===== config.mk =====
export PLATFORM = sky130hd
export DESIGN_NAME = png_idat_wr
export DESIGN_NICKNAME = d
export VERILOG_FILES = /design/src/rtl/png_idat_wr.sv
export SDC_FILE = /design/constraint.sdc
export NUM_CORES = 1
export LEC_CHECK = 0
export ABC_AREA = 1
export BUFFER_PORTS_ARGS = -buffer_cell sky130_fd_sc_hd__buf_2
export CAP_MARGIN = 20
export CELL_PAD_IN_SITES_DETAIL_PLACEMENT = 2
export CELL_PAD_IN_SITES_GLOBAL_PLACEMENT = 2
export CORE_MARGIN = 1
export CORE_UTILIZATION = 32
export DETAILED_ROUTE_END_ITERATION = 16
export GPL_TIMING_DRIVEN = 0
export MAX_ROUTING_LAYER = met4
export PLACE_DENSITY_LB_ADDON = 0.1
export RECOVER_POWER = 50
export SETUP_SLACK_MARGIN = 0.1
export SLEW_MARGIN = 20
export SYNTH_ARGS = -nofsm -noshare
export SYNTH_HDL_FRONTEND = slang
export SYNTH_SLANG_ARGS = --single-unit

===== constraint.sdc =====
create_clock -name clk -period 3.3 [get_ports clk]
set_input_delay 0.165 -clock clk [delete_from_list [all_inputs] [get_ports clk]]
set_output_delay 0.165 -clock clk [all_outputs]
set_load 0.01 [all_outputs]

===== src/rtl/png_idat_wr.sv =====
// png_idat_wr: drains the compressed-data byte fifo and wraps it into one
// PNG IDAT chunk (4-byte length, "IDAT", data bytes, CRC-32). The chunk is
// presented as a byte stream with a valid/ready handshake.
// Optional feature macro: IDAT_CRC_EN. When it is defined, the CRC-32 over
// type and data bytes is computed and sent. When it is not defined, the CRC
// field is sent as four zero bytes and the CRC logic is not built.
module png_idat_wr #(
    parameter int LEN_WD = 32
) (
    input  logic              clk,
    input  logic              rstn,
    input  logic              start_i,
    input  logic [LEN_WD-1:0] len_i,
    input  logic              fif_ept_i,
    input  logic              fif_wr_i,
    output logic              fif_rd_o,
    input  logic              fif_val_i,
    input  logic [7:0]        fif_dat_i,
    output logic              out_val_o,
    output logic [7:0]        out_dat_o,
    input  logic              out_rdy_i,
    output logic              busy_o,
    output logic              done_o
);

    typedef enum logic [2:0] {IDLE, LEN, TYP, DAT, CRC} state_t;

    state_t            state_q, state_d;
    logic [LEN_WD-1:0] len_q, len_d;
    logic [LEN_WD-1:0] cnt_q, cnt_d;        // accepted bytes in the current phase
    logic [LEN_WD-1:0] rd_cnt_q, rd_cnt_d;  // fifo reads issued in this chunk
    logic [7:0]        hld_q [2];
    logic [7:0]        hld_d [2];
    logic [1:0]        hld_cnt_q, hld_cnt_d;
    logic              done_q, done_d;

    logic [31:0] len32;
    logic [31:0] crc_out;
    logic        val;
    logic [7:0]  dat;
    logic        acc;
    logic        pop;
    logic        push;
    logic        rd_en;
    logic        hdr_last;
    logic [1:0]  base;
    logic [2:0]  occ;
    logic [2:0]  lim;

    assign len32    = 32'(len_q);
    assign hdr_last = (cnt_q == LEN_WD'(3));

    // Select the byte on the output port from the current phase and position.
    always_comb begin
        // NOTE: every variable gets a default first so no path leaves it unassigned and infers a latch.
        val = 1'b0;
        dat = 8'h00;
        case (state_q)
            LEN: begin
                val = 1'b1;
                case (cnt_q[1:0])
                    2'd0:    dat = len32[31:24];
                    2'd1:    dat = len32[23:16];
                    2'd2:    dat = len32[15:8];
                    default: dat = len32[7:0];
                endcase
            end
            TYP: begin
                val = 1'b1;
                case (cnt_q[1:0])
                    2'd0:    dat = 8'h49;
                    2'd1:    dat = 8'h44;
                    2'd2:    dat = 8'h41;
                    default: dat = 8'h54;
                endcase
            end
            DAT: begin
                val = (hld_cnt_q != 2'd0);
                dat = val ? hld_q[0] : 8'h00;
            end
            CRC: begin
                val = 1'b1;
                case (cnt_q[1:0])
                    2'd0:    dat = crc_out[31:24];
                    2'd1:    dat = crc_out[23:16];
                    2'd2:    dat = crc_out[15:8];
                    default: dat = crc_out[7:0];
                endcase
            end
            default: ;
        endcase
    end

    assign acc  = val & out_rdy_i;
    assign pop  = acc & (state_q == DAT);
    // A late read return after the data phase is impossible; outside DAT it is ignored.
    assign push = fif_val_i & (state_q == DAT);

    // Occupancy the hold buffer will have next cycle must stay below two for a new read.
    assign occ   = {1'b0, hld_cnt_q} + {2'b00, fif_val_i};
    assign lim   = 3'd2 + {2'b00, pop};
    assign rd_en = (state_q == DAT) && (rd_cnt_q < len_q) && !fif_ept_i
                   && !fif_wr_i && (occ < lim);

    // Hold buffer: pop the head on acceptance, append the returning fifo byte behind it.
    always_comb begin
        hld_d     = hld_q;
        base      = hld_cnt_q;
        hld_cnt_d = hld_cnt_q;
        if (pop) begin
            hld_d[0] = hld_q[1];
            base     = hld_cnt_q - 2'd1;
        end
        if (push) begin
            hld_d[base[0]] = fif_dat_i;
        end
        hld_cnt_d = base + {1'b0, push};
    end

    // Phase sequencing, byte counters and the completion pulse.
    always_comb begin
        state_d  = state_q;
        len_d    = len_q;
        cnt_d    = cnt_q;
        rd_cnt_d = rd_cnt_q + LEN_WD'(rd_en);
        done_d   = 1'b0;
        case (state_q)
            IDLE: begin
                if (start_i) begin
                    state_d  = LEN;
                    len_d    = len_i;
                    cnt_d    = '0;
                    rd_cnt_d = '0;
                end
            end
            LEN: begin
                if (acc) begin
                    cnt_d   = hdr_last ? '0 : cnt_q + LEN_WD'(1);
                    state_d = hdr_last ? TYP : LEN;
                end
            end
            TYP: begin
                if (acc) begin
                    cnt_d = hdr_last ? '0 : cnt_q + LEN_WD'(1);
                    if (hdr_last) begin
                        state_d = (len_q == '0) ? CRC : DAT;
                    end
                end
            end
            DAT: begin
                if (acc) begin
                    if (cnt_q == len_q - LEN_WD'(1)) begin
                        state_d = CRC;
                        cnt_d   = '0;
                    end else begin
                        cnt_d = cnt_q + LEN_WD'(1);
                    end
                end
            end
            CRC: begin
                if (acc) begin
                    cnt_d = hdr_last ? '0 : cnt_q + LEN_WD'(1);
                    if (hdr_last) begin
                        state_d = IDLE;
                        done_d  = 1'b1;
                    end
                end
            end
            default: state_d = IDLE;
        endcase
    end

    // State, counters and hold buffer registers.
    always_ff @(posedge clk or negedge rstn) begin
        if (!rstn) begin
            // NOTE: sequential state uses non-blocking assignment so every flop samples pre-edge values.
            state_q   <= IDLE;
            len_q     <= '0;
            cnt_q     <= '0;
            rd_cnt_q  <= '0;
            hld_cnt_q <= 2'd0;
            // NOTE: the two-entry hold buffer is plain flops, so it is cleared with the rest on reset.
            hld_q[0]  <= 8'h00;
            hld_q[1]  <= 8'h00;
            done_q    <= 1'b0;
        end else begin
            state_q   <= state_d;
            len_q     <= len_d;
            cnt_q     <= cnt_d;
            rd_cnt_q  <= rd_cnt_d;
            hld_cnt_q <= hld_cnt_d;
            hld_q[0]  <= hld_d[0];
            hld_q[1]  <= hld_d[1];
            done_q    <= done_d;
        end
    end

`ifdef IDAT_CRC_EN
    logic [31:0] crc_q, crc_d;

    // Reflected CRC-32 (poly 0xEDB88320) advanced by one byte, LSB first.
    function automatic logic [31:0] crc_byte(input logic [31:0] c_in, input logic [7:0] b);
        logic [31:0] c;
        c = c_in ^ {24'h000000, b};
        for (int i = 0; i < 8; i++) begin
            c = c[0] ? ((c >> 1) ^ 32'hEDB88320) : (c >> 1);
        end
        return c;
    endfunction

    // Fold each accepted type/data byte into the running CRC; a new chunk restarts it.
    always_comb begin
        crc_d = crc_q;
        if (state_q == IDLE && start_i) begin
            crc_d = 32'hFFFF_FFFF;
        end else if (acc && (state_q == TYP || state_q == DAT)) begin
            crc_d = crc_byte(crc_q, dat);
        end
    end

    // CRC register.
    always_ff @(posedge clk or negedge rstn) begin
        if (!rstn) begin
            crc_q <= 32'hFFFF_FFFF;
        end else begin
            crc_q <= crc_d;
        end
    end

    assign crc_out = ~crc_q;
`else
    assign crc_out = 32'h0000_0000;
`endif

    assign fif_rd_o  = rd_en;
    assign out_val_o = val;
    assign out_dat_o = dat;
    assign busy_o    = (state_q != IDLE);
    assign done_o    = done_q;

endmodule

Word-level counts from Yosys, hierarchy flattened

Cells that the tools add are included.

Register bits: 118
Input port bits: 47
Output and inout port bits: 12
Word-level logic and storage cells: 90

Add/subtract/negate cells: 7
$lt $le $gt $ge: 4
Equal/unequal tests: 17
Multiplexer cells: 33
Bitwise gates (word level): 4
Reductions and logical operators: 17

Operators with widths:

| kind                                                   | number |
|---|---|
| two-way mux 32 bit                                     | 7 |
| one-hot mux 32 bit (3 select lines)                    | 1 |
| one-hot mux 8 bit (3 select lines)                     | 2 |
| adder 32 x 1 -> 32 bit                                 | 1 |
| adder 32 x 1 -> 32 bit (second input constant)         | 1 |
| equality test 32 x 2 -> 1 bit (second input constant)  | 1 |
| equality test 32 bit                                   | 1 |
| logical NOT 32 bit                                     | 1 |
| < comparator 32 bit                                    | 1 |
| subtractor 32 x 1 -> 32 bit (second input constant)    | 1 |
| two-way mux 3 bit                                      | 9 |
| two-way mux 8 bit                                      | 3 |
| bitwise mux 16 bit                                     | 1 |
| two-way mux 16 bit                                     | 1 |
| one-hot mux 3 bit (5 select lines)                     | 1 |
| one-hot mux 5 bit (3 select lines)                     | 1 |
| inequality test 2 bit (second input constant)          | 7 |
| demux 8 bit (select 1 bit)                             | 1 |
| AND reduction 8 bit                                    | 1 |
| equality test 3 x 2 -> 1 bit (second input constant)   | 2 |
| nonzero test 3 bit                                     | 2 |
| logical AND 1 bit                                      | 5 |
| two-way mux 2 bit                                      | 2 |
| inequality test 2 x 1 -> 1 bit (second input constant) | 2 |
| other kinds (22)                                       | 27 |

Depth between registers and ports, before layout

Word-level depth: 13
Gate-level depth with buffers: 26
Depth with buffers taken out: 25

Worst setup path before layout

No wires, ideal clock.

Kind: register to register
Start: register state_q[2]
End: register rd_cnt_q[28]
Setup time: 0.120 ns
Arrival: 3.747 ns
Required time: 3.180 ns
Slack: -0.567 ns
Cell stages (with the launch flop): 24
Buffers on the path: 1
Clock period less this slack: 3.867 ns
Cell sequence: dfrtp_1 -> nor3_2 -> nor2_2 -> nand2_2 -> nand2_2 -> inv_4 -> nand2_2 -> clkbuf_1 -> o21ai_0 -> nand2_1 -> a21oi_1 -> ha_1 -> ha_1 -> nand3_1 -> nor2_1 -> inv_1 -> nor3_1 -> nand2_1 -> nor3_1 -> nand3_1 -> nor3_1 -> a21oi_1 -> o21ai_0 -> inv_1

Word-level cells in the longest chain between the ends: 11
Elaborated cells on any way between the ends: 18
Those cells by class: add/sub (2); order compare (1); eq/ne (4); mux (3); bitwise (2); reduce/logical (6)

RTL lines:

| what                                              | RTL line | source |
|---|---|---|
| from (decl)                                       | 28       | `state_t state_q, state_d;` |
| from (signal assigned)                            | 187      | `state_q <= state_d;` |
| equality test 3 bit, or another cell as far along | 58       | `case (state_q)` |
| OR reduction 3 bit (no source line)               | -        |  |
| one-hot mux 1 bit (2 select lines) *              | 58       |  |
| net out_val_o                                     | 19       | `output logic out_val_o,` |
| bitwise AND 1 bit *                               | 94       | `assign acc = val & out_rdy_i;` |
| bitwise AND 1 bit *                               | 95       | `assign pop = acc & (state_q == DAT);` |
| adder 2 x 1 -> 3 bit *                            | 101      | `assign lim = 3'd2 + {2'b00, pop};` |
| < comparator 3 bit *                              | 103      | `&& !fif_wr_i && (occ < lim);` |
| logical AND 1 bit *                               | 103      |  |
| net fif_rd_o                                      | 16       | `output logic fif_rd_o,` |
| adder 32 x 1 -> 32 bit *                          | 125      | `rd_cnt_d = rd_cnt_q + LEN_WD'(rd_en);` |
| two-way mux 32 bit                                | 129      | `if (start_i) begin` |
| two-way mux 32 bit *                              | 127      | `case (state_q)` |
| net rd_cnt_d[28]                                  | 31       | `logic [LEN_WD-1:0] rd_cnt_q, rd_cnt_d;` |
| to (signal assigned)                              | 190      | `rd_cnt_q <= rd_cnt_d;` |
| to (decl)                                         | 31       |  |

Mark *: on every way through the listed nets, which the timed path passes. The rest lies on a longest branch.
A chain may end at the register's enable or synchronous reset.

Worst setup path in the final report

Start: register len_q[17] (netlist: len32[17])
End: register rd_cnt_q[21]

Word-level cells in the longest chain between the ends: 8

RTL lines:

| what                             | RTL line | source |
|---|---|---|
| from (decl)                      | 29       | `logic [LEN_WD-1:0] len_q, len_d;` |
| from (signal assigned)           | 188      | `len_q <= len_d;` |
| < comparator 32 bit *            | 102      | `assign rd_en = (state_q == DAT) && (rd_cnt_q < len_q) && !fif_ept_i` |
| logical AND 1 bit * (2 in a row) | 102      |  |
| logical AND 1 bit * (2 in a row) | 103      |  |
| adder 32 x 1 -> 32 bit *         | 125      |  |
| two-way mux 32 bit               | 129      |  |
| two-way mux 32 bit *             | 127      |  |
| net rd_cnt_d[21]                 | 31       |  |

Marks and branches as above.

==> metrics.md <==
| Metric | Value |
|---|---|
| # rows | `59` |
| DIE AREA | `0.02766 sq mm` |
| Top cell type's share of synthesized area | `0.3417` |
| Internal power | `4.258 mW` |
| Cell mode on critical path | `nor3_4` |
| NumNets Final | `1515` |
| CP Cell Sequence | `inv_2 -> ha_1 -> a21oi_2 -> nor2_1 -> a211oi_2 -> o221a_2 -> o21ai_2 -> a21oi_4 -> ha_4 -> nand3_4 -> nor2_4 -> nand3_2 -> nor2_2 -> nand2_2 -> nor3_4 -> nand4_1 -> buf_6 -> nor3_4 -> o21ai_0 -> a21oi_1` |
| GRT Overall Usage | `0.2848` |
| Leak | `5.390 nW` |
| Synth cell count leaders | `nand2_1, nor2_1, inv_1` |
| Worst-Margin Slew | `2632 ps` |
| GRT Residual Overflow | `0` |
| Final WS setup | `-262.3 ps` |
| Most frequent cell after synthesis | `nand2_1` |
| P&R area growth vs syn | `32.20%` |
| Tmin final | `3562 ps` |
| Cell area power density | `714.2 mW/mm^2` |
| Number of port buffers | `58` |
| CTS tree | `yes` |
| Root Driver | `clkbuf_16` |
| Via count | `9458` |
| Synth warn | `0` |
| CP arrival | `3920 ps` |
| Final Util | `0.4347` |
| H-tree depth | `4` |
| Clock skew | `19.96 ps` |
| Wire per inst | `23.16 um` |
| Post-synth EDFFs | `0` |
| Net count after synthesis | `1333` |
| Boundary Pins | `59` |
| Clock sinks | `118` |
| CTS max path bufs | `2` |
| Peak supply drop | `0.3646 mV` |
| Initial DRC count | `452` |
| Final Setup Violations | `18` |
| HP Class | `in2reg` |
| GP Congestion | `0.9133` |
| Gate power share | `0.487` |
| DRC | `0` |
| Worst Path Buf+Inv | `2` |
| Ys async rst share | `1.000` |
| Share of cells above drive strength 1 | `0.2213` |
| Slew margin rel. | `-0.7545` |
| Worst Setup End Kind | `flop` |
| Routed Antenna Nets | `0` |
| Total Wirelength | `41030 um` |
| Hold Violations, Final | `0` |
| Clock Power Share | `0.253` |
| Slowest stage cell, crit path | `dfrtp_1` |
| Vias per std cell | `5.337` |
| DP HPWL | `27050 um` |
| First-pass GRT wire length | `58540 um` |
| Chip width | `166.3 um` |
| # fillers | `3049` |
| Seq/Total Area, Yosys | `0.3417` |
| Violated checks | `max-capacitance violations, max-slew violations, negative setup slack` |
| Mean Syn Cell Area | `6.957 sq um` |
| Antenna diodes | `0` |
| Vias in the first global route | `10287` |
| Startpoint Class | `flop` |
| CP delay by family, top | `compound AO/OA/AOI/OAI gates` |
| Core Region | `0.02628 sq mm` |
| Largest net degree at the start of global routing | `69` |
| Mapped cell area | `0.008641 sq mm` |
| Fin crit share | `1.079` |
| # Max-Cap Violations | `1` |
| Status | `complete, but fails checks` |
| RSZ-0062 raised after global routing | `yes` |
| CP max FO | `5` |
| CTS clock-pin slew for the worst setup and hold paths | `70 ps` |
| Initial antenna violation count | `0` |
| Largest cells by area after synthesis | `dfrtp_1, nand2_1, ha_1, nor2_1, inv_1` |
| Switching Fraction | `0.4782` |
| Slew Viols, Final | `52` |
| Synth Flop Type | `dfrtp_1` |
| Part of the power in registers | `0.259` |
| CTS Buf Count | `17` |
| Initial DRT Pass Iterations | `5` |
| Die span in y | `166.3 um` |
| Fmax | `280.7 MHz` |
| Worst path required time | `3650 ps` |
| Cells after Synth | `1242` |
| Worst-Skew Late Latency | `440 ps` |
| Crit path kind | `reg2reg` |
| Synth area leader | `dfrtp_1` |
| Synthesis-stage register bit count | `118` |
| Max stage delay on crit path | `400 ps` |
| Switching pwr | `3.902 mW` |
| Cell variety after synth | `44` |
| Total Neg Setup Slack | `-3208 ps` |
| Initial core utilization | `0.3288` |
-- per-stage QoR --
step	hold WS [ps]	area (sq um)	power, mW	setup slack (ps)	instances
2_1_floorplan	-130.6	8761	4.135	-3.499	1242
6_report	14.38	11420	8.159	-262.3	1772
5_1_grt	36.33	11420	8.608	-392.5	1772
3_5_place_dp	114.4	9508	5.440	-1197	1636
4_1_cts	3.344	10940	7.734	-329.2	1740
3_3_place_gp	385.1	9470	5.306	-1083	1635
-- repair_timing --
| action | 4_1_cts | 5_1_grt |
|---|---|---|
| gates resized for setup | 55 | 79 |
| setup buffers | 35 | 34 |
| hold buffers | 37 | 0 |
| setup endpoints to repair | 28 | 24 |
| endpoints found under the hold margin | 86 | 0 |
| pin swaps | 21 | 26 |
-- registers in the layout (all words and copies together) (netlist names), named ones only --
name / cells
rd_cnt_q: 32
done_o: 1
cnt_q: 32
hld_cnt_q: 2
hld_q: 8
state_q: 3
len32: 32
-- cell families after synthesis --
group / Yosys count / share of synthesized area
AND/OR/NAND/NOR: 677 / 0.3393
buffers and inverters: 182 / 0.08326
AO/OA/AOI/OAI: 155 / 0.1012
flip-flops: 118 / 0.3417
XOR/XNOR: 58 / 0.06038
adder cells (fa/ha/maj): 44 / 0.06371
multiplexers: 8 / 0.01043
-- area by class of cell --
type / instances / area [sq um] / share of cell area
inverters: 147 / 561.8 / 0.04918
plain buffers: 34 / 168.9 / 0.01479
clock buffers: 17 / 425.4 / 0.03724
flip-flops and latches: 118 / 2988 / 0.2616
well taps: 335 / 419.2 / 0.03669
repair buffers: 164 / 1236 / 0.1082
clock inverters: 15 / 187.7 / 0.01643
multi-input cells: 942 / 5436 / 0.4759
-- cell usage in the layout (no fill, tap or decap), types with 4 or more instances in the layout --
| cell type | instances |
|---|---|
| o221ai_1 | 6 |
| a21oi_1 | 33 |
| nor4_1 | 7 |
| nor2_2 | 12 |
| nand2_1 | 331 |
| o21ai_0 | 63 |
| dfrtp_2 | 28 |
| nand4_1 | 26 |
| nand2_2 | 13 |
| a21oi_2 | 8 |
| buf_6 | 12 |
| inv_1 | 125 |
| o21ai_1 | 11 |
| xnor2_1 | 26 |
| clkbuf_1 | 25 |
| nand3_1 | 65 |
| nand3b_1 | 6 |
| nor2_1 | 134 |
| ha_1 | 38 |
| nor2_4 | 13 |
| inv_6 | 7 |
| xor2_1 | 30 |
| dfrtp_1 | 90 |
| inv_2 | 20 |
| o21ai_2 | 4 |
| mux2_2 | 8 |
| buf_2 | 58 |
| ha_4 | 6 |
| nor3_1 | 36 |
| nand2_4 | 4 |
| nor3_2 | 4 |
| a31oi_1 | 10 |
| clkbuf_16 | 17 |
| buf_4 | 61 |
| nor3_4 | 8 |
| nand2_8 | 4 |
| dlygate4sd3_1 | 37 |
-- final timing paths --
check	start	to	slack (ps)	depth (start not counted)
max in group asynchronous	rstn	len32[25]	330	3
max	len32[17]	rd_cnt_q[21]	-260	20
min in group asynchronous	rstn	cnt_q[7]	1200	2
min reg2reg	flop	flop	520	1
max reg2reg	len32[17]	rd_cnt_q[21]	-260	20
min	len_i[10]	len32[10]	10	3
-- worst register-to-register path, cell delays in order, from the launching register on --
cell and delay [ps]:
dfrtp_1 400, inv_2 80, ha_1 320, a21oi_2 150, nor2_1 60, a211oi_2 170
o221a_2 250, o21ai_2 100, a21oi_4 240, ha_4 210, nand3_4 110, nor2_4 110
nand3_2 110, nor2_2 130, nand2_2 80, nor3_4 160, nand4_1 130, buf_6 170
nor3_4 150, o21ai_0 130, a21oi_1 210
-- metal layers --
metal,vias up,global-route usage,part of all wire
met1,4836,0.3370,0.42
met5,-,-,0
met2,152,0.5028,0.52
li1,4399,-,-
met4,0,0.09984,0.035
met3,71,0.02765,0.021
-- power groups by stage --
stage               combinational, mW  sequential, mW  clock, mW
detailed placement               3.24            2.20          0
global route                     4.31            2.15       2.15
floorplan                        2.14            2.00          0
global placement                 3.12            2.19          0
finish                           3.98            2.12       2.07
CTS                              3.50            2.15       2.08
(Power assumes the default switching activity.)
